===== config.mk =====
export PLATFORM = sky130hd
export DESIGN_NAME = muldiv_unit
export DESIGN_NICKNAME = d
export VERILOG_FILES = /design/src/rtl/muldiv_unit.sv
export SDC_FILE = /design/constraint.sdc
export NUM_CORES = 1
export LEC_CHECK = 0
export CORE_UTILIZATION = 50
export CTS_BUF_LIST = sky130_fd_sc_hd__clkbuf_4 sky130_fd_sc_hd__clkbuf_8 sky130_fd_sc_hd__clkbuf_16
export DETAILED_ROUTE_END_ITERATION = 8
export GPL_TIMING_DRIVEN = 1
export PLACE_DENSITY = 0.7
export SETUP_SLACK_MARGIN = 0.15
export SKIP_LAST_GASP = 1
export SLEW_MARGIN = 20
export SYNTH_ARGS = -nofsm -noshare
export SYNTH_HDL_FRONTEND = slang
export SYNTH_SLANG_ARGS = --single-unit

===== constraint.sdc =====
create_clock -name clk -period 5.97 [get_ports clk]
set_clock_uncertainty 0.05 [all_clocks]
set_input_delay 1.194 -clock clk [delete_from_list [all_inputs] [get_ports clk]]
set_output_delay 1.194 -clock clk [all_outputs]
set_load 0.005 [all_outputs]

===== src/rtl/muldiv_unit.sv =====
// Iterative RV32M multiply/divide unit: 32-step shift-add multiply or restoring divide,
// with early completion for divide-by-zero and signed overflow.
module muldiv_unit #(
   parameter int unsigned XLEN = 32
) (
   input  logic            clk,
   input  logic            reset,
   input  logic            start,
   input  logic            kill,
   input  logic [2:0]      funct3,
   input  logic [XLEN-1:0] a,
   input  logic [XLEN-1:0] b,
   output logic            busy,
   output logic            done,
   output logic [XLEN-1:0] result
);

   typedef enum logic [1:0] {StIdle, StCalc, StFix, StDone} state_e;

   state_e              state_q, state_d;
   logic [2:0]          op_q, op_d;
   logic                neg_a_q, neg_a_d;
   logic                neg_b_q, neg_b_d;
   logic [XLEN-1:0]     mb_q, mb_d;
   logic [2*XLEN-1:0]   acc_q, acc_d;
   logic [4:0]          cnt_q, cnt_d;
   logic [XLEN-1:0]     result_q, result_d;

   logic                signed_a, signed_b, in_neg_a, in_neg_b;
   logic [XLEN-1:0]     mag_a, mag_b;
   logic                div_by_zero, div_ovf;
   logic [XLEN:0]       mul_sum, div_shift, div_diff;
   logic [2*XLEN-1:0]   mul_next, div_next, prod_fix;
   logic [XLEN-1:0]     quo_fix, rem_fix, fix_value;

   always_comb begin
      signed_a    = (funct3 == 3'b001) || (funct3 == 3'b010) ||
                    (funct3 == 3'b100) || (funct3 == 3'b110);
      signed_b    = (funct3 == 3'b001) || (funct3 == 3'b100) || (funct3 == 3'b110);
      in_neg_a    = signed_a && a[XLEN-1];
      in_neg_b    = signed_b && b[XLEN-1];
      mag_a       = in_neg_a ? (~a + 1'b1) : a;
      mag_b       = in_neg_b ? (~b + 1'b1) : b;
      div_by_zero = funct3[2] && (b == '0);
      div_ovf     = funct3[2] && !funct3[0] && (a == {1'b1, {(XLEN-1){1'b0}}}) && (b == '1);
   end

   // Multiply: accumulate into the upper half, shifting the multiplier out of the lower half.
   // Divide: upper half is the partial remainder, lower half shifts dividend out / quotient in.
   always_comb begin
      mul_sum   = {1'b0, acc_q[2*XLEN-1:XLEN]} + (acc_q[0] ? {1'b0, mb_q} : '0);
      mul_next  = {mul_sum, acc_q[XLEN-1:1]};
      div_shift = {acc_q[2*XLEN-1:XLEN], acc_q[XLEN-1]};
      div_diff  = div_shift - {1'b0, mb_q};
      div_next  = div_diff[XLEN] ? {div_shift[XLEN-1:0], acc_q[XLEN-2:0], 1'b0}
                                 : {div_diff[XLEN-1:0], acc_q[XLEN-2:0], 1'b1};
   end

   always_comb begin
      prod_fix = (neg_a_q ^ neg_b_q) ? (~acc_q + 1'b1) : acc_q;
      quo_fix  = (neg_a_q ^ neg_b_q) ? (~acc_q[XLEN-1:0] + 1'b1) : acc_q[XLEN-1:0];
      rem_fix  = neg_a_q ? (~acc_q[2*XLEN-1:XLEN] + 1'b1) : acc_q[2*XLEN-1:XLEN];
      if (!op_q[2]) begin
         fix_value = (op_q[1:0] == 2'b00) ? prod_fix[XLEN-1:0] : prod_fix[2*XLEN-1:XLEN];
      end else begin
         fix_value = op_q[1] ? rem_fix : quo_fix;
      end
   end

   always_comb begin
      state_d  = state_q;
      op_d     = op_q;
      neg_a_d  = neg_a_q;
      neg_b_d  = neg_b_q;
      mb_d     = mb_q;
      acc_d    = acc_q;
      cnt_d    = cnt_q;
      result_d = result_q;
      unique case (state_q)
         StIdle: begin
            if (start && !kill) begin
               op_d    = funct3;
               neg_a_d = in_neg_a;
               neg_b_d = in_neg_b;
               mb_d    = mag_b;
               acc_d   = {{XLEN{1'b0}}, mag_a};
               cnt_d   = '0;
               if (div_by_zero) begin
                  result_d = funct3[1] ? a : '1;
                  state_d  = StDone;
               end else if (div_ovf) begin
                  result_d = funct3[1] ? '0 : {1'b1, {(XLEN-1){1'b0}}};
                  state_d  = StDone;
               end else begin
                  state_d = StCalc;
               end
            end
         end
         StCalc: begin
            acc_d = op_q[2] ? div_next : mul_next;
            cnt_d = cnt_q + 5'd1;
            if (cnt_q == 5'd31) begin
               state_d = StFix;
            end
         end
         StFix: begin
            result_d = fix_value;
            state_d  = StDone;
         end
         StDone: begin
            state_d = StIdle;
         end
         default: begin
            state_d = StIdle;
         end
      endcase
      // A killed operation never publishes a result.
      if (kill) begin
         state_d  = StIdle;
         result_d = result_q;
      end
   end

   always_ff @(posedge clk or posedge reset) begin
      if (reset) begin
         state_q  <= StIdle;
         op_q     <= '0;
         neg_a_q  <= 1'b0;
         neg_b_q  <= 1'b0;
         mb_q     <= '0;
         acc_q    <= '0;
         cnt_q    <= '0;
         result_q <= '0;
      end else begin
         state_q  <= state_d;
         op_q     <= op_d;
         neg_a_q  <= neg_a_d;
         neg_b_q  <= neg_b_d;
         mb_q     <= mb_d;
         acc_q    <= acc_d;
         cnt_q    <= cnt_d;
         result_q <= result_d;
      end
   end

   assign busy   = (state_q == StCalc) || (state_q == StFix);
   assign done   = (state_q == StDone);
   assign result = result_q;

endmodule


==> impl_summary.log <==
[metrics] Total Neg Setup Slack: 0 ns
[metrics] capturing element type of the critical path: register
[metrics] total via count in the routed design: 14600
[metrics] via count of the first global-routing pass: 13800
[metrics] hold buffers post-CTS: 0
[metrics] worst-margin pin slew: 1.17 ns
[metrics] Syn. warnings: 0
[metrics] # diodes: 0
[metrics] IO buf count: 104
[metrics] height of the chip: 172 microns
[metrics] global router's overall resource usage: 0.335
[metrics] crit path launch type: register
[metrics] data arrival time of the worst path: 5.02 ns
[metrics] number of clock buffers inserted by TritonCTS: 17
[metrics] final count of hold timing violations: 0
[metrics] Final Wtd Congestion: 0.939
[metrics] area of the mapped netlist: 14400 sq um
[metrics] sequential area share after synthesis: 0.243
[metrics] global-route wire length before repair: 75800 microns
[metrics] cell type with the largest total area after synthesis: sky130_fd_sc_hd__dfrtp_1
[metrics] highest fanout seen on the critical path: 18
[metrics] most frequently used cell type in the post-synthesis netlist: sky130_fd_sc_hd__o21ai_0
[metrics] drt first-iter violations: 1561
[metrics] Detail Route met3 WL: 4420 microns
[metrics] top cells by instance count after synthesis: 264 x sky130_fd_sc_hd__o21ai_0, 237 x sky130_fd_sc_hd__nand2_1, 156 x sky130_fd_sc_hd__nor2_1, 140 x sky130_fd_sc_hd__dfrtp_1, 114 x sky130_fd_sc_hd__a21oi_1
[metrics] proportion of synthesized flip-flops having asynchronous set or reset: 1.00
[metrics] final critical-path share of the clock period: 0.800
[metrics] source-to-sink clock delay at the later pin of the worst-skew pair: 0.46 ns
[metrics] detailed placer's ending HPWL: 35500 microns
[metrics] number of unique standard cell types used by synthesis: 89
[metrics] detailed-route vias per instance: 6.28
[metrics] largest net degree at the start of global routing: 102
[metrics] clock tree root buffer cell: sky130_fd_sc_hd__clkbuf_16
[metrics] Met2 Wirelength: 21000 microns
[metrics] Setup violations, final: 0
[metrics] TritonCTS clock tree: built
[metrics] upper clock frequency limit: 0.209 GHz
[metrics] outcome: finished clean
[metrics] wire length per cell: 20.7 microns
[metrics] dominant synthesized flop cell: sky130_fd_sc_hd__dfrtp_1
[metrics] layout overhead on the synthesized area: 12.6%
[metrics] post-synthesis register bit count: 140
[metrics] synthesized area per cell: 7.52 sq um
[metrics] final wirelength: 48200 microns
[metrics] DIE AREA: 29500 sq um
[metrics] share of post-route cells with drive strength above 1: 0.0476
[metrics] maximum count of clock buffers along a single path: 2
[metrics] routed length on met1: 21100 microns
[metrics] peak ir drop on the vdd network: 0.332 mV
[metrics] Total Nets Final: 2090
[metrics] residual antenna-violating net count after detailed routing: 0
[metrics] path class of the lowest-slack min-delay path: register to register
[metrics] number of sinks handled by clock tree synthesis: 140
[metrics] Pleak: 6.86 nW
[metrics] DRT Pass-1 Iters: 6
[metrics] proportion of netlist area held by the largest area contributor: 0.243
[metrics] Tot Pwr: 7.70 mW
[metrics] Starting Density: 0.514
[metrics] total congestion overflow after global routing: 0
[metrics] post-synthesis cell count: 1919
[metrics] Die X-Extent: 172 microns
[metrics] count of H-tree levels built during CTS: 4
[metrics] ranking of synthesized cells by area: sky130_fd_sc_hd__dfrtp_1 24%, sky130_fd_sc_hd__o21ai_0 9.2%, sky130_fd_sc_hd__xnor2_1 6.7%, sky130_fd_sc_hd__ha_1 6.5%, sky130_fd_sc_hd__nand2_1 6.2%
[metrics] relative slew slack: 0.201
[metrics] number of antenna violations at the first check in global routing: 0
[metrics] Clock transition at path regs: 0.07 ns
[metrics] Highest Signal Layer: met4
[metrics] WS Path Type: register to register
[metrics] setup repair after global routing missed its margin: false
[metrics] total power density per cell area: 474 nW/um^2
[metrics] I/O pins: 105
[metrics] required time of the worst setup path: 6.21 ns
[metrics] # rows: 61
[metrics] total DRC errors in the routed layout: 0
[metrics] total of cells resized after clock tree synthesis: 0
[metrics] Slew Viols, Final: 0
[metrics] max cap viols: 0
[metrics] total setup buffers inserted after CTS: 0
[metrics] final worst path period need: 4.77 ns
[metrics] placeable core region: 28100 sq um
[metrics] number of enable flip-flop cells after synthesis: 0
[metrics] Net Count, Synth: 2067
## placed cells by master (no fill, tap or decap), types with 33 or more instances in the layout
master,synthesis,final
sky130_fd_sc_hd__o21ai_0,264,263
sky130_fd_sc_hd__nand2_1,237,237
sky130_fd_sc_hd__nor2_1,156,156
sky130_fd_sc_hd__dfrtp_1,140,139
sky130_fd_sc_hd__a21oi_1,114,114
sky130_fd_sc_hd__xnor2_1,110,109
sky130_fd_sc_hd__clkdlybuf4s50_1,0,104
sky130_fd_sc_hd__xor2_1,89,88
sky130_fd_sc_hd__ha_1,75,74
sky130_fd_sc_hd__inv_1,72,71
sky130_fd_sc_hd__mux2i_1,61,61
sky130_fd_sc_hd__nor3_1,36,36
sky130_fd_sc_hd__o31ai_1,33,33
## state kept, by name (all words and copies together), names as in the netlist
name / count
acc_q: 64
mb_q: 32
result: 32
cnt_q: 5
op_q: 3
state_q: 2
neg_a_q: 1
neg_b_q: 1
## cell type report
cell class / instances / area, sq um
fill: 2684 / 11800
multi-input combinational: 1582 / 10200
sequential: 140 / 3500
timing repair buffer: 128 / 1220
tap: 378 / 473
clock buffer: 17 / 425
inverter: 73 / 279
clock inverter: 14 / 146
## power breakdown
part	switching, mW	internal [mW]
Clock	0.476	0.612
Combinational	2.98	1.88
Sequential	0.533	1.22
Total	3.98	3.71
## cells by family after synthesis
| kind of cell | after synthesis | share of synthesized area |
|---|---|---|
| xor+xnor | 200 | 0.122 |
| buf+inv | 197 | 0.0532 |
| mux | 65 | 0.0457 |
| compound gates | 628 | 0.265 |
| simple gates | 612 | 0.203 |
| flops | 140 | 0.243 |
| fa+ha+maj | 77 | 0.0678 |
## path summary, 6_finish.rpt
path                                              from                     end  slack, ns  cells past startpoint
worst max-delay path             acc_q[31]$_DFFE_PP0P_   acc_q[50]$_DFFE_PP0P_       1.20                     14
worst min-delay path            result[29]$_DFFE_PP0P_  result[29]$_DFFE_PP0P_       0.43                      1
worst max register to register   acc_q[31]$_DFFE_PP0P_   acc_q[50]$_DFFE_PP0P_       1.20                     14
worst min register to register  result[29]$_DFFE_PP0P_  result[29]$_DFFE_PP0P_       0.43                      1
max in group asynchronous                        reset     op_q[2]$_DFFE_PP0P_       3.66                      3
min in group asynchronous                        reset   acc_q[41]$_DFFE_PP0P_       1.15                      2
## worst max-delay path, cell delays in order, from the launching register on
cell	delay [ns]
sky130_fd_sc_hd__dfrtp_1	0.51
sky130_fd_sc_hd__inv_1	0.19
sky130_fd_sc_hd__ha_1	0.25
sky130_fd_sc_hd__fa_1	0.40
sky130_fd_sc_hd__nand2b_1	0.18
sky130_fd_sc_hd__a211oi_1	0.20
sky130_fd_sc_hd__nor3b_1	0.13
sky130_fd_sc_hd__o31ai_1	0.54
sky130_fd_sc_hd__a31o_1	0.29
sky130_fd_sc_hd__or2_1	0.24
sky130_fd_sc_hd__a211oi_1	0.19
sky130_fd_sc_hd__xnor2_4	0.60
sky130_fd_sc_hd__buf_4	0.45
sky130_fd_sc_hd__mux2i_1	0.24
sky130_fd_sc_hd__o221ai_1	0.12
## metal layers
layer / track usage / vias to the layer above
li1: - / 6890
met1: 0.463 / 6948
met2: 0.511 / 715
met3: 0.0618 / 90
met4: 0.139 / 0
met5: 0 / -
## per-stage QoR
step | util | setup slack, ns | hold slack, ns | cells | cell area (sq um)
4_1_cts | 0.578 | 1.28 | 0.429 | 2332 | 16200
6_report | 0.578 | 1.20 | 0.426 | 2332 | 16200
3_5_place_dp | 0.558 | 1.17 | 0.415 | 2301 | 15700
5_1_grt | 0.578 | 0.876 | 0.455 | 2332 | 16200
2_1_floorplan | - | 0.973 | 0.400 | 1919 | 14400
3_3_place_gp | 0.558 | 1.21 | 0.411 | 2301 | 15700
Power figures use the tool's default switching activity.
